**config.mk**
```make
export PLATFORM = sky130hd
export DESIGN_NAME = bram_fifo_ctrl
export DESIGN_NICKNAME = d
export VERILOG_FILES = /design/src/rtl/bram_fifo_ctrl.sv
export SDC_FILE = /design/constraint.sdc
export NUM_CORES = 1
export LEC_CHECK = 0
export ABC_AREA = 1
export BUFFER_PORTS_ARGS = -buffer_cell sky130_fd_sc_hd__buf_2
export CORE_MARGIN = 1
export CORE_UTILIZATION = 35
export DETAILED_ROUTE_END_ITERATION = 10
export GPL_TIMING_DRIVEN = 1
export PLACE_DENSITY = 0.67
export SKIP_CTS_REPAIR_TIMING = 1
export SLEW_MARGIN = 25
export SYNTH_ARGS = -nofsm -noshare
export SYNTH_HDL_FRONTEND = slang
export SYNTH_SLANG_ARGS = --single-unit
export TNS_END_PERCENT = 100
```
**constraint.sdc**
```tcl
create_clock -name i_Clk -period 2.08 [get_ports i_Clk]
set_input_delay 0.104 -clock i_Clk [delete_from_list [all_inputs] [get_ports i_Clk]]
set_output_delay 0.104 -clock i_Clk [all_outputs]
set_load 0.1 [all_outputs]
```
**src/rtl/bram_fifo_ctrl.sv**
```systemverilog
// rtl/bram_fifo_ctrl.sv - synchronous FIFO controller driving a simple dual-port BRAM
// Pointers, occupancy and flags are held here; the BRAM stores the data with 1-cycle read latency.
module bram_fifo_ctrl #(
    parameter int WIDTH      = 8,
    parameter int DEPTH_BITS = 4,
    parameter int AF_LEVEL   = 12,
    parameter int AE_LEVEL   = 4
) (
    input  logic                  i_Clk,
    input  logic                  i_Rst_L,
    input  logic                  i_Wr_DV,
    input  logic [WIDTH-1:0]      i_Wr_Data,
    input  logic                  i_Rd_En,
    output logic                  o_Rd_DV,
    output logic [WIDTH-1:0]      o_Rd_Data,
    output logic                  o_Full,
    output logic                  o_Empty,
    output logic                  o_AF,
    output logic                  o_AE,
    output logic [DEPTH_BITS:0]   o_Count,
    output logic                  o_Overflow,
    output logic                  o_Underflow,
    output logic                  o_Bram_Wr_En,
    output logic [DEPTH_BITS-1:0] o_Bram_W_Addr,
    output logic [WIDTH-1:0]      o_Bram_Wr_Data,
    output logic                  o_Bram_Rd_En,
    output logic [DEPTH_BITS-1:0] o_Bram_R_Addr,
    input  logic [WIDTH-1:0]      i_Bram_Rd_Data
);

    localparam logic [DEPTH_BITS:0] CNT_MAX = (DEPTH_BITS+1)'(1 << DEPTH_BITS);
    localparam logic [DEPTH_BITS:0] CNT_AF  = (DEPTH_BITS+1)'(AF_LEVEL);
    localparam logic [DEPTH_BITS:0] CNT_AE  = (DEPTH_BITS+1)'(AE_LEVEL);

    logic [DEPTH_BITS-1:0] wr_ptr_q, wr_ptr_d;
    logic [DEPTH_BITS-1:0] rd_ptr_q, rd_ptr_d;
    logic [DEPTH_BITS:0]   count_q, count_d;
    logic                  full_q, full_d;
    logic                  empty_q, empty_d;
    logic                  af_q, af_d;
    logic                  ae_q, ae_d;
    logic                  rd_dv_q, rd_dv_d;
    logic                  ovf_q, ovf_d;
    logic                  udf_q, udf_d;

    logic push_ok;
    logic pop_ok;

    // Full rejects pushes and empty rejects pops regardless of the opposite side,
    // so the BRAM never sees a same-address read and write on one edge.
    always_comb begin
        push_ok  = i_Wr_DV & ~full_q;
        pop_ok   = i_Rd_En & ~empty_q;
        wr_ptr_d = wr_ptr_q;
        rd_ptr_d = rd_ptr_q;
        count_d  = count_q;
        if (push_ok) begin
            wr_ptr_d = wr_ptr_q + 1'b1;
        end
        if (pop_ok) begin
            rd_ptr_d = rd_ptr_q + 1'b1;
        end
        case ({push_ok, pop_ok})
            2'b10:   count_d = count_q + 1'b1;
            2'b01:   count_d = count_q - 1'b1;
            default: count_d = count_q;
        endcase
        full_d  = (count_d == CNT_MAX);
        empty_d = (count_d == '0);
        af_d    = (count_d >= CNT_AF);
        ae_d    = (count_d <= CNT_AE);
        rd_dv_d = pop_ok;
        ovf_d   = ovf_q | (i_Wr_DV & full_q);
        udf_d   = udf_q | (i_Rd_En & empty_q);
    end

    always_ff @(posedge i_Clk or negedge i_Rst_L) begin
        if (!i_Rst_L) begin
            wr_ptr_q <= '0;
            rd_ptr_q <= '0;
            count_q  <= '0;
            full_q   <= 1'b0;
            empty_q  <= 1'b1;
            af_q     <= 1'b0;
            ae_q     <= 1'b1;
            rd_dv_q  <= 1'b0;
            ovf_q    <= 1'b0;
            udf_q    <= 1'b0;
        end else begin
            wr_ptr_q <= wr_ptr_d;
            rd_ptr_q <= rd_ptr_d;
            count_q  <= count_d;
            full_q   <= full_d;
            empty_q  <= empty_d;
            af_q     <= af_d;
            ae_q     <= ae_d;
            rd_dv_q  <= rd_dv_d;
            ovf_q    <= ovf_d;
            udf_q    <= udf_d;
        end
    end

    // Enables are gated by reset so the BRAM is untouched while reset is held.
    assign o_Bram_Wr_En   = push_ok & i_Rst_L;
    assign o_Bram_Rd_En   = pop_ok & i_Rst_L;
    assign o_Bram_W_Addr  = wr_ptr_q;
    assign o_Bram_R_Addr  = rd_ptr_q;
    assign o_Bram_Wr_Data = i_Wr_Data;

    assign o_Rd_DV     = rd_dv_q;
    assign o_Rd_Data   = i_Bram_Rd_Data;
    assign o_Full      = full_q;
    assign o_Empty     = empty_q;
    assign o_AF        = af_q;
    assign o_AE        = ae_q;
    assign o_Count     = count_q;
    assign o_Overflow  = ovf_q;
    assign o_Underflow = udf_q;

endmodule

```
==> impl_metrics.csv, run 1 <==
group,metric,value,unit
status,status,"finished, final reports clean",
routing,drc_errors,0,
synthesis,synthTopCellsByCount,"nand2_1 (36), dfrtp_1 (18), buf_4 (16)",
cts,cts_tree,"built",
synthesis,ys.flop_type,"dfrtp_1",
flow_run,drv_cap,0,
floorplan,io_pins,58,
cts,cts_sinks,20,
global_routing,grt_usage,12.9,%
sta,hold_ws,0.00878,ns
routing,viasPerCell,4.63,
floorplan,die_area,3410,um^2
worst_setup_path,critPathRequiredTime,2.34,ns
placement,io_buffers,25,
cts,cts_max_path_buffers,2,
synthesis,syn_area,1110,um^2
placement,dp_hpwl,1620,um
worst_setup_path,crit_chain,"nor2_4 -> inv_4 -> ha_4 -> nand2_2 -> inv_2 -> nor2_4 -> ha_4 -> inv_2 -> nand2_4 -> nand2_4 -> o21ai_4 -> nand3_2 -> nand2_2 -> nand2_2 -> nor2_1",
routing,wirelength,2300,um
floorplan,core,3030,um^2
floorplan,start_util,36.7,%
layout,largest_reg_flops,5,
worst_setup_path,path_class,"reg -> reg",
synthesis,netlist_instances,133,
sta,fin_crit,2.01,ns
layout,diodes,0,
worst_setup_path,end_kind,"flop",
layout,fin_nets,184,
worst_setup_path,start_kind,"flop",
routing,drtIter0Drc,21,
synthesis,syn_nets,158,
synthesis,synth_area_leaders,"dfrtp_1 (40%), nand2_1 (12%), buf_4 (11%)",
floorplan,placementRows,20,
cts,htree_levels,1,
layout,final_cell_area,1450,um^2
sta,setup_viol_count_final,0,
synthesis,synth_area_leader_cell,"dfrtp_1",
global_routing,grt_pass1_vias,820,
global_routing,antenna_found_initial,0,
synthesis,yosysSeqAreaShare,45.2,%
layout,area_growth,30.0,%
worst_hold_path,min_path_type,"in -> reg",
global_routing,grt_start_max_net_pins,21,
cts,clk_latency,0.32,ns
synthesis,ys_types,18,
sta,max_slew.worst_pin.slew,0.489,ns
sta,max_freq,497,MHz
sta,skew,0.0112,ns
placement,dp_slack,0.0327,ns
layout,layout-drive-gt1-share,42.4,%
worst_setup_path,cp.buffers_inverters,3,
worst_setup_path,critPathMaxStageDelay,0.51,ns
sta,maxSlewHeadroom,67.6,%
cts,cts.clk_slew.worst_paths,0.12,ns
sta,min_period_over_period,96.8,%
global_routing,grt_pass1_wl,3290,um
synthesis,ys_ff_latch,20,
cts,cts_buffers,3,
floorplan,die_x,58.4,um
synthesis,synthMostInstantiatedCell,"nand2_1",
floorplan,die_h,58.4,um
synthesis,avgSynthCellArea,8.36,um^2
worst_setup_path,critPathTopFamily,"simple AND/OR/NAND/NOR gates",
worst_setup_path,cp_max_fo,6,
routing,drtAntennaViolNets,0,
worst_setup_path,crit_top_cell,"nand2_2",
sta,slew_viol_final,0,
routing,drt_first_pass_iters,4,
routing,vias,935,
sta,setup_slack,0.0662,ns
global_routing,grt-ovfl-total,0,
placement,place_congestion,0.771,
synthesis,ys_warn_count,0,
cts,cts-root-buf,"clkbuf_4",
placement,postPlaceCellArea,1250,um^2
worst_setup_path,arrival,2.28,ns
sta,finalHoldViolations,0,
synthesis,synth_async_sr_flop_share,100,%
routing,avgRoutedWirePerCell,11.4,um
synthesis,synth_top_area_share,40.5,%
synthesis,synth_edf_count,0,
worst_setup_path,crit_slowest_cell,"dfrtp_4",
## layout make-up
class | instances | area [um^2]
Multi-Input combinational cell | 81 | 546
Timing Repair Buffer | 37 | 220
Fill cell | 294 | 1580
Tap cell | 44 | 55.1
Sequential cell | 20 | 510
Clock inverter | 1 | 30.0
Clock buffer | 3 | 22.5
Inverter | 16 | 62.6
## worst register-to-register path, stage by stage (launching register included)
cell and delay, ns:
dfrtp_4 0.51, nor2_4 0.14, inv_4 0.06, ha_4 0.18, nand2_2 0.06, inv_2 0.06, nor2_4 0.13, ha_4 0.14
inv_2 0.04, nand2_4 0.07, nand2_4 0.06, o21ai_4 0.18, nand3_2 0.11, nand2_2 0.07, nand2_2 0.06, nor2_1 0.09
## metal layers
layer  track usage, %  part of all wire [%]
met5                0                     0
met4             7.14                   2.7
met3             3.30                   4.7
met2             24.3                    53
met1             12.8                    40
## final timing paths
check | start | end | slack [ns] | cells after the start
worst max register to register | o_Full | o_Empty | 0.07 | 15
worst max-delay path | o_Full | o_Empty | 0.07 | 15
min in group asynchronous | i_Rst_L | o_Overflow | 0.28 | 3
worst min register to register | o_Underflow | o_Underflow | 0.47 | 1
worst min-delay path | i_Wr_DV | o_Overflow | 0.009 | 2
max in group asynchronous | i_Rst_L | o_AE | 1.54 | 3
## stage by stage
| stage | util, % | cells | TNS (ns) |
|---|---|---|---|
| 2_1_floorplan | - | 133 | -0.350 |
| 3_3_place_gp | 41.3 | 191 | 0 |
| 3_5_place_dp | 41.3 | 191 | 0 |
| 4_1_cts | 43.0 | 195 | -0.0142 |
| 5_1_grt | 47.8 | 202 | -0.0940 |
| 6_report | 47.8 | 202 | 0 |
## placed cells by master, fill, tap and decap left out, types with 2 or more instances in the layout
| cell type | synthesis | layout |
|---|---|---|
| nand2_1 | 36 | 30 |
| dlygate4sd3_1 | 0 | 2 |
| inv_1 | 15 | 12 |
| ha_1 | 5 | 2 |
| buf_2 | 0 | 25 |
| clkbuf_4 | 0 | 3 |
| xnor2_1 | 4 | 4 |
| nand2_4 | 0 | 2 |
| xor2_1 | 3 | 3 |
| nor2_2 | 0 | 4 |
| inv_2 | 1 | 3 |
| nand4_1 | 5 | 5 |
| dfrtp_1 | 18 | 17 |
| nand3_2 | 0 | 2 |
| a21o_1 | 2 | 2 |
| nand3_1 | 11 | 9 |
| buf_4 | 16 | 10 |
| nor2_4 | 0 | 3 |
| nor2_1 | 10 | 3 |
| nand2_2 | 1 | 5 |
| ha_4 | 0 | 3 |
## cell families (layout without fill, tap and decap cells)
kind of cell / after synthesis / after routing / synth area share (%)
compound gates: 5 / 5 / 3.04
xor+xnor: 7 / 7 / 5.51
fa+ha+maj: 5 / 5 / 5.62
buf+inv: 32 / 57 / 16.2
flops: 20 / 20 / 45.2
simple gates: 64 / 64 / 24.4
Power of run 1 is left out: the tool's default activity adds up to more than one toggle a clock period on the data nets, which glitch-free logic cannot reach.
==> run 2, diff against run 1 <==
--- a/config.mk
+++ b/config.mk
@@ -11,7 +11,8 @@
 export CORE_UTILIZATION = 35
 export DETAILED_ROUTE_END_ITERATION = 10
 export GPL_TIMING_DRIVEN = 1
-export PLACE_DENSITY = 0.67
+export PLACE_DENSITY_LB_ADDON = 0.3
+export RECOVER_POWER = 25
 export SKIP_CTS_REPAIR_TIMING = 1
 export SLEW_MARGIN = 25
 export SYNTH_ARGS = -nofsm -noshare
==> impl_metrics.csv, run 2 (synthesis gave the netlist of run 1 again) <==
group,metric,value,unit
status,status,"finished, final reports clean",
worst_hold_path,min_path_type,"in -> reg",
flow_run,drv_cap,0,
global_routing,grt_pass1_vias,821,
sta,max_freq,494,MHz
sta,grt_setup_unrepaired,"true",
cts,cts.clk_slew.worst_paths,0.12,ns
global_routing,grt_usage,13.4,%
sta,slew_viol_final,0,
floorplan,placementRows,20,
layout,fin_nets,184,
worst_setup_path,end_kind,"flop",
global_routing,grt_pass1_wl,3460,um
floorplan,start_util,36.7,%
routing,drtAntennaViolNets,0,
floorplan,io_pins,58,
placement,dp_hpwl,1600,um
layout,layout-drive-gt1-share,37.3,%
floorplan,die_area,3410,um^2
floorplan,core,3030,um^2
worst_setup_path,cp_max_fo,6,
routing,drt_first_pass_iters,4,
layout,layout_commonest_cell,"nand2_1",
cts,htree_levels,1,
global_routing,grt_start_max_net_pins,21,
routing,viasPerCell,4.48,
worst_setup_path,critPathRequiredTime,2.27,ns
routing,wirelength,2190,um
cts,clk_latency,0.30,ns
worst_setup_path,start_kind,"flop",
cts,cts_buffers,3,
cts,cts-root-buf,"clkbuf_4",
routing,vias,904,
routing,avgRoutedWirePerCell,10.8,um
sta,maxSlewHeadroom,27.1,%
worst_setup_path,path_class,"reg -> reg",
routing,drtIter0Drc,18,
routing,drc_errors,0,
sta,max_slew.worst_pin.slew,1.09,ns
floorplan,die_x,58.4,um
layout,largest_reg_flops,5,
layout,final_cell_mix,"nand2_1 (33), buf_2 (25), dfrtp_1 (17)",
worst_setup_path,arrival,2.21,ns
sta,setup_viol_count_final,0,
sta,min_period_over_period,97.3,%
layout,fillers,299,
cts,cts_tree,"built",
sta,fin_crit,2.02,ns
sta,tns,0,ns
cts,cts_max_path_buffers,2,
sta,finalHoldViolations,0,
layout,area_growth,24.1,%
cts,cts_sinks,20,
global_routing,antenna_found_initial,0,
sta,skew,0.00921,ns
layout,diodes,0,
placement,io_buffers,25,
global_routing,grt-ovfl-total,0,
floorplan,die_h,58.4,um
placement,place_congestion,0.905,
run 2: through the flow:
stage	hold slack (ns)	utilization, %	cell area, um^2	worst slack (ns)	std cells
4_1_cts	-0.241	42.2	1280	-0.0338	194
3_5_place_dp	0.0999	41.0	1240	0.00135	190
6_report	0.0152	45.6	1380	0.0572	202
5_1_grt	0.0112	45.6	1380	-0.0894	202
3_3_place_gp	0.0982	41.0	1240	0.0503	190
2_1_floorplan	-0.192	-	1150	-0.0933	133
run 2: final cells by class:
type                            instances  area, um^2  share of cell area, %
Inverter                               16        62.6                   4.53
Timing Repair Buffer                   37         214                   15.5
Sequential cell                        20         510                   37.0
Multi-Input combinational cell         81         502                   36.4
Clock buffer                            4        36.3                   2.63
Tap cell                               44        55.1                   3.99
run 2: path summary, 6_finish.rpt:
kind                             start               end  slack (ns)  cells after the start
max in group asynchronous      i_Rst_L            o_Full        0.67                      3
min                            i_Rd_En       o_Underflow        0.02                      2
max                             o_Full              o_AF        0.06                     15
max reg2reg                     o_Full              o_AF        0.06                     15
min reg2reg                o_Underflow       o_Underflow        0.46                      1
min in group asynchronous      i_Rst_L  o_Bram_W_Addr[0]        0.61                      3
run 2: layer usage:
metal / share of wire (%) / GRT usage (%)
met2: 48 / 21.7
met3: 5.8 / 5.71
met5: 0 / 0
met4: 0.41 / 2.72
met1: 46 / 16.7
run 2: worst max-delay path, cell delays in order, from the launching register on:
cell     delay (ns)
dfrtp_4        0.51
nor2_4         0.14
inv_4          0.06
ha_4           0.18
nand2_2        0.06
inv_2          0.05
nor2_4         0.12
ha_4           0.13
inv_2          0.04
nand2_4        0.06
nand2_4        0.05
o21ai_2        0.16
buf_4          0.13
nand4_1        0.06
nand2_1        0.10
nand2_1        0.06
Power of run 2 is left out for the same reason.
==> run 3, diff against run 2 <==
--- a/config.mk
+++ b/config.mk
@@ -8,7 +8,7 @@
 export ABC_AREA = 1
 export BUFFER_PORTS_ARGS = -buffer_cell sky130_fd_sc_hd__buf_2
 export CORE_MARGIN = 1
-export CORE_UTILIZATION = 35
+export CORE_UTILIZATION = 36
 export DETAILED_ROUTE_END_ITERATION = 10
 export GPL_TIMING_DRIVEN = 1
 export PLACE_DENSITY_LB_ADDON = 0.3
==> impl_metrics.csv, run 3 (synthesis gave the netlist of run 1 again) <==
group,metric,value,unit
flow_run,drv_cap,0,
worst_setup_path,start_kind,"flop",
layout,final_cell_mix,"nand2_1 (30), buf_2 (25), dfrtp_1 (17)",
routing,avgRoutedWirePerCell,11.9,um
sta,max_freq,474,MHz
routing,drc_errors,4,
global_routing,grt_start_max_net_pins,21,
sta,finalHoldViolations,0,
worst_setup_path,path_class,"reg -> reg",
floorplan,start_util,39.0,%
sta,skew,0.00756,ns
worst_setup_path,end_kind,"flop",
routing,drt_first_pass_iters,9,
floorplan,io_pins,58,
status,status,"finished, violations left",
cts,clk_latency,0.30,ns
placement,dp_hpwl,1610,um
worst_setup_path,cp_max_fo,6,
floorplan,die_h,57.6,um
cts,cts.clk_slew.worst_paths,0.11,ns
global_routing,grt-ovfl-total,0,
floorplan,core,2850,um^2
placement,dp_cells,178,
routing,vias,929,
layout,layout-drive-gt1-share,43.3,%
cts,cts-root-buf,"clkbuf_4",
sta,setup_viol_count_final,3,
floorplan,placementRows,19,
routing,wirelength,2230,um
cts,cts_tree,"built",
layout,final-seq-area,510,um^2
layout,largest_reg_flops,5,
layout,layout_commonest_cell,"nand2_1",
worst_setup_path,arrival,2.34,ns
layout,diodes,0,
placement,place_congestion,0.954,
sta,maxSlewHeadroom,30.5,%
cts,htree_levels,1,
cts,cts_buffers,3,
placement,io_buffers,25,
layout,layout.cells.non_filler,188,
sta,slew_viol_final,0,
global_routing,grt_pass1_vias,764,
layout,utilization,48.9,%
layout,fin_nets,183,
sta,max_slew.worst_pin.slew,1.04,ns
layout,area_growth,25.5,%
cts,cts_max_path_buffers,2,
sta,hold_ws,0.0108,ns
global_routing,antenna_found_initial,0,
global_routing,grt_usage,12.6,%
cts,cts_sinks,20,
sta,setup_slack,-0.0275,ns
layout,fillers,279,
floorplan,die_x,57.6,um
sta,min_period_over_period,101,%
routing,drtIter0Drc,32,
worst_hold_path,min_path_type,"in -> reg",
sta,fin_crit,2.11,ns
global_routing,grt_pass1_wl,3170,um
layout,multi_input_area,538,um^2
sta,grt_setup_unrepaired,"true",
status,violations,"DRC, setup timing",
routing,viasPerCell,4.94,
worst_setup_path,critPathRequiredTime,2.32,ns
routing,drtAntennaViolNets,0,
floorplan,die_area,3320,um^2
==> run 3: final timing paths <==
kind,slack (ns),endpoint,from,depth (start not counted)
min in group asynchronous,0.59,o_Bram_W_Addr[2],i_Rst_L,3
max,-0.03,o_Empty,o_Full,15
max reg2reg,-0.03,o_Empty,o_Full,15
max in group asynchronous,0.74,o_Full,i_Rst_L,3
min reg2reg,0.46,o_Underflow,o_Underflow,1
min,0.01,o_Underflow,i_Rd_En,2
==> run 3: critical path, cell delays in order (launching register included) <==
cell     delay, ns
dfrtp_4       0.51
nor2_4        0.14
inv_4         0.06
ha_4          0.18
nand2_2       0.06
inv_2         0.04
nor2_2        0.12
ha_2          0.19
inv_2         0.04
nand2_4       0.07
nand2_4       0.07
o21ai_4       0.20
nand3_2       0.11
nand2_2       0.10
nand2_4       0.07
nor2_2        0.10
==> run 3: layout make-up <==
class                      instances  area share (%)
tap                               31            2.78
inverter                          16            4.48
clock buffer                       4            2.60
sequential                        20            36.6
timing repair buffer              36            15.1
multi-input combinational         81            38.5
==> run 3: layer usage <==
layer,up-vias,part of all wire (%),track usage [%],routed length (um)
li1,447,-,-,-
met1,415,42,15.2,944
met5,-,0,0,0
met4,0,1.7,4.53,38
met3,12,8.2,5.90,184
met2,55,48,19.6,1070
==> run 3: metrics by stage <==
stage	instance area (um^2)	setup TNS, ns	setup WS [ns]
2_1_floorplan	1150	-0.350	-0.0933
3_3_place_gp	1230	0	0.0711
3_5_place_dp	1230	-0.0157	-0.0157
4_1_cts	1270	-0.0956	-0.0525
5_1_grt	1400	-0.528	-0.122
6_report	1400	-0.0596	-0.0275
Power of run 3 is left out for the same reason.
